==> config.mk <==
export PLATFORM = sky130hd
export DESIGN_NAME = rdata_rsp_ctrl
export DESIGN_NICKNAME = d
export VERILOG_FILES = /design/src/rtl/rdata_rsp_ctrl.sv
export SDC_FILE = /design/constraint.sdc
export NUM_CORES = 1
export LEC_CHECK = 0
export CAP_MARGIN = 10
export CORE_ASPECT_RATIO = 1.5
export CORE_MARGIN = 2
export CORE_UTILIZATION = 45
export DETAILED_ROUTE_END_ITERATION = 10
export PLACE_DENSITY = 0.75
export SETUP_SLACK_MARGIN = 0.5
export SLEW_MARGIN = 20
export SYNTH_ARGS = -nofsm -noshare
export SYNTH_HDL_FRONTEND = slang
export SYNTH_SLANG_ARGS = --single-unit
==> constraint.sdc <==
create_clock -name rclk -period 6.75 [get_ports rclk]
set_input_delay 1.35 -clock rclk [delete_from_list [all_inputs] [get_ports rclk]]
set_output_delay 1.35 -clock rclk [all_outputs]
set_load 0.05 [all_outputs]
==> src/rtl/rdata_rsp_ctrl.sv <==
// Read-response controller: queues read commands and drains the read-data FIFO onto the AXI R channel.
// Optional starvation timeout with SLVERR completion is enabled by defining RDATA_TIMEOUT_EN.
module rdata_rsp_ctrl #(
    parameter int ID_W           = 4,
    parameter int CMDQ_DEPTH     = 4,
    parameter int TIMEOUT_CYCLES = 1024
) (
    input  logic            rclk,
    input  logic            resetn,
    input  logic            cmd_valid,
    output logic            cmd_ready,
    input  logic [ID_W-1:0] cmd_id,
    input  logic [7:0]      cmd_len,
    input  logic            fifo_empty,
    input  logic [63:0]     fifo_data,
    output logic            fifo_read_en,
    output logic            rvalid,
    input  logic            rready,
    output logic [63:0]     rdata,
    output logic [ID_W-1:0] rid,
    output logic [1:0]      rresp,
    output logic            rlast,
    output logic            busy,
    output logic            timeout_flag
);

    localparam int PW = $clog2(CMDQ_DEPTH);
    localparam int CW = PW + 1;

`ifdef RDATA_TIMEOUT_EN
    typedef enum logic [1:0] {IDLE, BURST, ERR} state_t;
`else
    typedef enum logic {IDLE, BURST} state_t;
`endif

    state_t state, state_nxt;

    logic [ID_W-1:0] q_id  [CMDQ_DEPTH];
    logic [7:0]      q_len [CMDQ_DEPTH];
    logic [PW-1:0]   wr_ptr, rd_ptr;
    logic [CW-1:0]   count;
    logic            push, pop;

    logic [ID_W-1:0] cur_id;
    logic [8:0]      fetch_left;
    logic            err_load;
    logic            hs_last;

    assign cmd_ready = (count < CW'(CMDQ_DEPTH));
    assign push      = cmd_valid && cmd_ready;
    assign pop       = (state == IDLE) && (count != '0);
    assign busy      = (state != IDLE) || (count != '0);
    assign hs_last   = rvalid && rready && rlast;

    assign fifo_read_en = (state == BURST) && !fifo_empty && (fetch_left != '0) && (!rvalid || rready);

    always_ff @(posedge rclk) begin
        if (push) begin
            q_id[wr_ptr]  <= cmd_id;
            q_len[wr_ptr] <= cmd_len;
        end
    end

    always_ff @(posedge rclk or negedge resetn) begin
        if (!resetn) begin
            wr_ptr <= '0;
            rd_ptr <= '0;
            count  <= '0;
        end else begin
            if (push) wr_ptr <= wr_ptr + PW'(1);
            if (pop)  rd_ptr <= rd_ptr + PW'(1);
            case ({push, pop})
                2'b10:   count <= count + CW'(1);
                2'b01:   count <= count - CW'(1);
                default: count <= count;
            endcase
        end
    end

`ifdef RDATA_TIMEOUT_EN
    localparam int TW = $clog2(TIMEOUT_CYCLES + 1);
    logic [TW-1:0] starve_cnt;
    logic          starved;

    assign err_load = (state == ERR) && (fetch_left != '0) && (!rvalid || rready);
    assign starved  = (starve_cnt == TW'(TIMEOUT_CYCLES)) && !rvalid && !fifo_read_en;

    always_ff @(posedge rclk or negedge resetn) begin
        if (!resetn) begin
            starve_cnt   <= '0;
            timeout_flag <= 1'b0;
        end else begin
            if (pop || fifo_read_en)
                starve_cnt <= '0;
            else if ((state == BURST) && (fetch_left != '0) && fifo_empty &&
                     (starve_cnt != TW'(TIMEOUT_CYCLES)))
                starve_cnt <= starve_cnt + TW'(1);
            if ((state == BURST) && starved)
                timeout_flag <= 1'b1;
        end
    end
`else
    assign err_load     = 1'b0;
    assign timeout_flag = 1'b0;
`endif

    always_ff @(posedge rclk or negedge resetn) begin
        if (!resetn) state <= IDLE;
        else         state <= state_nxt;
    end

    always_comb begin
        state_nxt = state;
        case (state)
            IDLE:  if (pop) state_nxt = BURST;
            BURST: begin
                if (hs_last) state_nxt = IDLE;
`ifdef RDATA_TIMEOUT_EN
                else if (starved) state_nxt = ERR;
            end
            ERR: begin
                if (hs_last) state_nxt = IDLE;
`endif
            end
            default: state_nxt = IDLE;
        endcase
    end

    // Error beats reuse the same output register path as FIFO beats.
    always_ff @(posedge rclk or negedge resetn) begin
        if (!resetn) begin
            cur_id     <= '0;
            fetch_left <= '0;
            rvalid     <= 1'b0;
            rdata      <= '0;
            rid        <= '0;
            rresp      <= 2'b00;
            rlast      <= 1'b0;
        end else begin
            if (pop) begin
                cur_id     <= q_id[rd_ptr];
                fetch_left <= {1'b0, q_len[rd_ptr]} + 9'd1;
            end else if (fifo_read_en || err_load) begin
                fetch_left <= fetch_left - 9'd1;
            end

            if (fifo_read_en) begin
                rdata  <= fifo_data;
                rid    <= cur_id;
                rresp  <= 2'b00;
                rlast  <= (fetch_left == 9'd1);
                rvalid <= 1'b1;
            end else if (err_load) begin
                rdata  <= '0;
                rid    <= cur_id;
                rresp  <= 2'b10;
                rlast  <= (fetch_left == 9'd1);
                rvalid <= 1'b1;
            end else if (rvalid && rready) begin
                rvalid <= 1'b0;
            end
        end
    end

endmodule

==> metrics.txt, run 1 <==
r2r setup slk=just under 4 ns; Initial Util=0.459; top area cells in the synthesized netlist=dfrtp_1 (38%), edfxtp_1 (24%), mux2_4 (14%); Tot GR Track Use=0.172; CTS tree=yes; Post-CTS Setup Repair Bufs=0; CP startpoint=rready; Buffers on Ports=around 150; dpl hpwl=about 8200 µm; count of pins over their slew limit=0; diode count=0; clock power share=0.278; Nets=between 500 and 600; Layout area overhead=36.3%; Comb power frac=0.352; Peak VDD IR=0.000191 V; die area=around 14000 µm²; Num CTS Buffers=17; Crit Reg-Reg Endpoint=fetch_left[1]$_DFFE_PN0P_; Final min period=4.94 ns; Rel. slew slack=0.413; Sw Share=0.351; fmax=between 0.2 and 0.25 GHz; pin count of the biggest net entering global routing=63; CP required=approximately 5.4 ns; Post-Route WL=roughly 12000 µm; H-tree levels=4; Die Y=about 140 µm; main combinational cell family by area after synthesis=multiplexers; Async SR Flop Fraction=0.655; Int Power=2.17 mW; number of global-route vias before repair=between 3000 and 4000; Vias=3396; num rows=between 50 and 60; total gr overflow=0; P_sw=roughly 1.2 mW; Crit path buffers/inverters=2; Reg clk slew, reported paths=approximately 0.05 ns; area share of the largest cell type after synthesis=0.383; Most Crowded Layer GR=met2; Worst path slowest cell=clkdlybuf4s50_1; Starting DRT DRC Count=~130; CP Cell Sequence=clkdlybuf4s50_1 -> nand2b_1 -> and3b_1 -> and2_4 -> clkdlybuf4s50_1; unrepaired setup endpoints after global routing=no; synthesized cell area=slightly below 6000 µm²; Seq pwr share=0.370; first-pass GRT wire length=19000 µm; worst-path fanout max=22; TritonCTS Sinks=about 140; final core occ=0.626; Yosys warnings=0; most frequent CP cell=clkdlybuf4s50_1; Hold EP=count[0]$_DFFE_PN0P_; crit path capture type=primary output; most frequent cells after synthesis=dfrtp_1 (91), mux2_4 (57), edfxtp_1 (48), mux2_2 (15); Synth area leader=dfrtp_1; flip-flop and latch count after synthesis=139; Synth Area in Adders=0.0223; Pleak=between 3 and 4 nW; Critical Path Start Type=input port; DRT Pass-1 Iters=4; total power=around 3.3 mW; worst hold path type=reg2reg; xor and xnor area share after synthesis=0.0236; area share of and/or/nand/nor cells after synthesis=0.0486; CORE AREA=about 13000 µm²; num ports=between 150 and 200; Crit Path Class=in2out; worst hold slack=0.506 ns; Worst Hold Depth=1; most numerous cell in the Yosys netlist=dfrtp_1; final-layout fill cell count=973; post-cts hold buffer count=0; skew final=between 0.007 and 0.008 ns; Final ANT Viol Nets=0; DRC viols=0; Longest Clk Path Bufs=2; met1 Use GR=0.199; DIE WIDTH=approximately 100 µm; clock insertion delay at the later pin of the skew report=0.41 ns; Resize count post-CTS=0; share of layout cells above drive strength 1=0.246; syn avg cell area=roughly 17 µm²; multi-input logic area=between 2000 and 2500 µm²; CTS root buf=clkbuf_16; Final Setup Violations=0; DR vias/cell=5.05; Final Cycle Share=0.732; routability cong.=~0.81; R2R cell count=8; register area=3720 µm²; start point of the worst hold path=count[0]$_DFFE_PN0P_; Synth Instances=341; setup TNS=0 ns; compound-cell area share of the yosys netlist=0.0124; status=finished, final reports clean; mux contribution to synthesized area=0.228; largest stage delay on the critical path=around 0.89 ns; pwr dens=a little over 400 nW/µm²; Hold Vio Cnt, Final=0; initial antenna violation count=0; Synth cell types=43; Top delay family on crit path=buffers and inverters; post-synthesis sequential area ratio=0.625; RR Startpoint=fetch_left[0]$_DFFE_PN0P_; Data arrival, critical path=3.59 ns; met2 Use GR=0.306; Post-synth top flop=dfrtp_1; EDFF count, synth=48; met3 usage=0.0418; max-cap viol count=0; drt wl/cell=17.5 µm; Worst Max-Slew Pin Slew=roughly 0.88 ns
## placed cells by master, fill, tap and decap left out, drive strengths merged, types with 3 or more instances in the layout
cell type	synthesis	layout
xnor2	4	4
nand4b	3	3
edfxtp	48	48
conb	1	3
clkdlybuf4s50	0	152
nand3	5	5
ha	9	9
dfrtp	91	91
nand2	8	8
clkbuf	2	20
buf	16	4
nor2b	3	3
mux4	12	12
inv	10	16
and2	7	7
clkinv	0	3
nor2	6	6
nand4	4	4
mux2i	6	6
mux2	72	72
o21ai	4	4
xor2	12	12
## cell type report
type | instances | share of cell area
clock buffers | 20 | 0.0568
clock inverters | 12 | 0.0165
inverters | 10 | 0.00463
multi-input cells | 176 | 0.248
flip-flops and latches | 139 | 0.459
well taps | 159 | 0.0245
repair buffers | 156 | 0.191
## stage by stage
stage	setup slack [ns]	cell area (µm²)	instances
after floorplan	3.08	5960	343
after detailed placement	1.80	7510	640
after global routing	1.70	8110	672
final	1.81	8110	672
after global placement	1.84	7510	640
after CTS	1.80	8110	672
## worst max path at each step
stage | to | slack, ns | cells after the start
after floorplan | fifo_read_en | 3.08 | 6
after global placement | fifo_read_en | 1.84 | 5
after detailed placement | fifo_read_en | 1.80 | 5
after CTS | fifo_read_en | 1.80 | 5
after global routing | fifo_read_en | 1.70 | 5
final | fifo_read_en | 1.81 | 5
## flip-flops by register name (all words and copies together), names as in the netlist, 2 cells and up
register and cells:
rd_ptr 2, cur_id 4, q_len 32, q_id 16
fetch_left 9, count 3, rid 4, rdata 64
wr_ptr 2
## per-layer routing
layer,vias up,routed length (µm)
met5,-,0
met4,0,203
met3,14,536
met2,108,6420
met1,1722,4590
li1,1552,-
## power groups by stage
| stage | Combinational [mW] | Clock, mW | Sequential [mW] |
|---|---|---|---|
| final | 1.18 | 0.930 | 1.23 |
| after global routing | 1.25 | 0.991 | 1.27 |
| after CTS | 1.19 | 0.950 | 1.24 |
| after detailed placement | 1.19 | 0 | 1.25 |
| after global placement | 1.17 | 0 | 1.24 |
| after floorplan | 0.514 | 0 | 1.55 |
## logic make-up after synthesis
| logic type | after synthesis |
|---|---|
| buffers and inverters | 28 |
| xor gates and xnor gates | 16 |
| other | 1 |
| adders and majority gates | 10 |
| and+or+nand+nor | 46 |
| AOI/OAI and AO/OA | 11 |
| muxes | 90 |
| DFF | 139 |
Power figures use the tool's default switching activity.
==> run 2: changes to the inputs <==
--- a/config.mk
+++ b/config.mk
@@ -8,9 +8,9 @@
 export CAP_MARGIN = 10
 export CORE_ASPECT_RATIO = 1.5
 export CORE_MARGIN = 2
-export CORE_UTILIZATION = 45
+export CORE_UTILIZATION = 44
 export DETAILED_ROUTE_END_ITERATION = 10
-export PLACE_DENSITY = 0.75
+export PLACE_DENSITY = 0.76
 export SETUP_SLACK_MARGIN = 0.5
 export SLEW_MARGIN = 20
 export SYNTH_ARGS = -nofsm -noshare
==> constraint.sdc (replaced) <==
create_clock -name rclk -period 4.4 [get_ports rclk]
set_input_delay 0.88 -clock rclk [delete_from_list [all_inputs] [get_ports rclk]]
set_output_delay 0.88 -clock rclk [all_outputs]
set_load 0.05 [all_outputs]
==> run 2 against run 1 <==
Against the previous run: cell area shrank 0.28%; core utilization shrank 2.0 points; sequential share of layout area increased by 0.13 points; critical path depth is the same; total power rose by 51%; sequential power rose by 54%; first-iteration DRC count decreased by 41%; wire length increased by 3.5%; combinational power grew 54%; die area is 2.2% higher; global-route usage rose by 0.22 points; critical path type unchanged; largest power group unchanged; highest routed layer unchanged.
==> metrics.txt, run 2 (synthesized netlist as in run 1, its figures left out) <==
post-cts hold buffer count=0; Pleak=between 3 and 4 nW; Rel. slew slack=0.457; CP required=roughly 3.5 ns; register area=3720 µm²; CTS root buf=clkbuf_16; clock insertion delay at the later pin of the skew report=0.41 ns; Nets=between 500 and 600; drt wl/cell=approximately 18 µm; num rows=52; most common cell after layout, fill and taps aside=clkdlybuf4s50_1; Peak VDD IR=0.000326 V; Resize count post-CTS=0; skew final=0.00798 ns; total gr overflow=0; Reg clk slew, reported paths=roughly 0.060 ns; Final ANT Viol Nets=0; multi-input logic area=2010 µm²; H-tree levels=4; Worst Max-Slew Pin Slew=roughly 0.82 ns; Longest Clk Path Bufs=2; commonest non-fill, non-tap cells in the layout=clkdlybuf4s50_1 (151), dfrtp_1 (91), mux2_4 (57), edfxtp_1 (48), clkbuf_16 (17); worst hold slack=approximately 0.5 ns; number of global-route vias before repair=3716; TritonCTS Sinks=between 100 and 150; Biggest register=rdata; fmax=roughly 0.3 GHz; Die Y=about 150 µm; setup TNS=0 ns; Critical Path Start Type=input port; worst-path fanout max=26; Data arrival, critical path=between 2 and 2.5 ns; die area=14500 µm²; DIE WIDTH=approximately 99 µm; pin count of the biggest net entering global routing=between 60 and 70; share of layout cells above drive strength 1=0.245; max-cap viol count=0; worst hold path type=reg2reg; count of pins over their slew limit=0; routability cong.=0.770; crit path capture type=primary output; Layout area overhead=35.9%; number of flip-flops in the largest register=64; initial antenna violation count=0; Final min period=approximately 3.3 ns; Initial Util=0.446; CORE AREA=13300 µm²; diode count=0; Starting DRT DRC Count=74; Vias=around 3400; Post-Route WL=approximately 12000 µm; num ports=~160; Hold Vio Cnt, Final=0; unrepaired setup endpoints after global routing=no; pwr dens=623 nW/µm²; DRC viols=0; DRT Pass-1 Iters=4; Buffers on Ports=between 150 and 200; Final Setup Violations=0; final-layout fill cell count=between 1000 and 1500; Largest regs=rdata: 64 flops, q_len: 32 flops, q_id: 16 flops; Crit Path Class=in2out; DR vias/cell=slightly above 5; CTS tree=yes; Tot GR Track Use=0.174; Final Cycle Share=0.761; Post-CTS Setup Repair Bufs=0; Num CTS Buffers=17; dpl hpwl=between 8000 and 9000 µm; first-pass GRT wire length=a little under 20000 µm; status=finished, final reports clean
[run 2: cell count changes in the layout (fill, tap and decap cells not counted), sizes merged]
cell / previous run / this run
clkinvlp: 1 / 5
inv: 16 / 13
buf: 4 / 6
clkbuf: 20 / 18
clkinv: 3 / 5
bufinv: 2 / 1
clkdlybuf4s50: 152 / 151
[run 2: cell type report]
type / instances / area share
Timing Repair Buffer: 157 / 0.194
Multi-Input combinational cell: 176 / 0.248
Clock inverter: 14 / 0.0150
Sequential cell: 139 / 0.460
Tap cell: 162 / 0.0251
Inverter: 10 / 0.00464
Clock buffer: 18 / 0.0531
[run 2: worst paths after layout]
kind,start,to,slack (ns),cells after the start
worst max-delay path,rready,fifo_read_en,1.05,5
worst min-delay path,count[0]$_DFFE_PN0P_,count[0]$_DFFE_PN0P_,0.50,1
worst max register to register,fetch_left[0]$_DFFE_PN0P_,rdata[62]$_DFFE_PN0P_,1.89,7
worst min register to register,count[0]$_DFFE_PN0P_,count[0]$_DFFE_PN0P_,0.50,1
max in group asynchronous,resetn,rdata[41]$_DFFE_PN0P_,2.96,2
min in group asynchronous,resetn,rdata[26]$_DFFE_PN0P_,0.54,1
[run 2: worst max-delay path: stages]
cell and delay, ns:
clkdlybuf4s50_1 0.48, nand2b_1 0.13, and3b_1 0.28, and2_4 0.49
buf_12 0.20
[run 2: where the power goes]
| part | switching, mW | internal, mW | total [mW] |
|---|---|---|---|
| combinational | 1.02 | 0.795 | 1.82 |
| sequential | 0.249 | 1.66 | 1.90 |
| clock | 0.545 | 0.777 | 1.32 |
| total | 1.81 | 3.23 | 5.04 |
[run 2: layer usage]
| layer | wire [µm] | global-route usage | vias up | part of all wire |
|---|---|---|---|---|
| met5 | 0 | 0 | - | 0 |
| met4 | 154 | 0.0603 | 0 | 0.013 |
| met3 | 683 | 0.0493 | 13 | 0.056 |
| met2 | 6780 | 0.314 | 113 | 0.56 |
| met1 | 4540 | 0.193 | 1734 | 0.37 |
| li1 | - | - | 1553 | - |
[run 2: metrics by stage]
step | cell area, µm² | worst slack [ns] | cells | power (mW) | utilization
final | 8090 | 1.05 | 676 | 5.04 | 0.606
after global routing | 8090 | 0.963 | 676 | 5.28 | 0.606
after CTS | 8090 | 1.04 | 676 | 5.11 | 0.606
after detailed placement | 7540 | 1.05 | 644 | 3.75 | 0.565
after global placement | 7540 | 1.07 | 644 | 3.69 | 0.565
after floorplan | 5960 | 1.67 | 343 | 3.17 | -
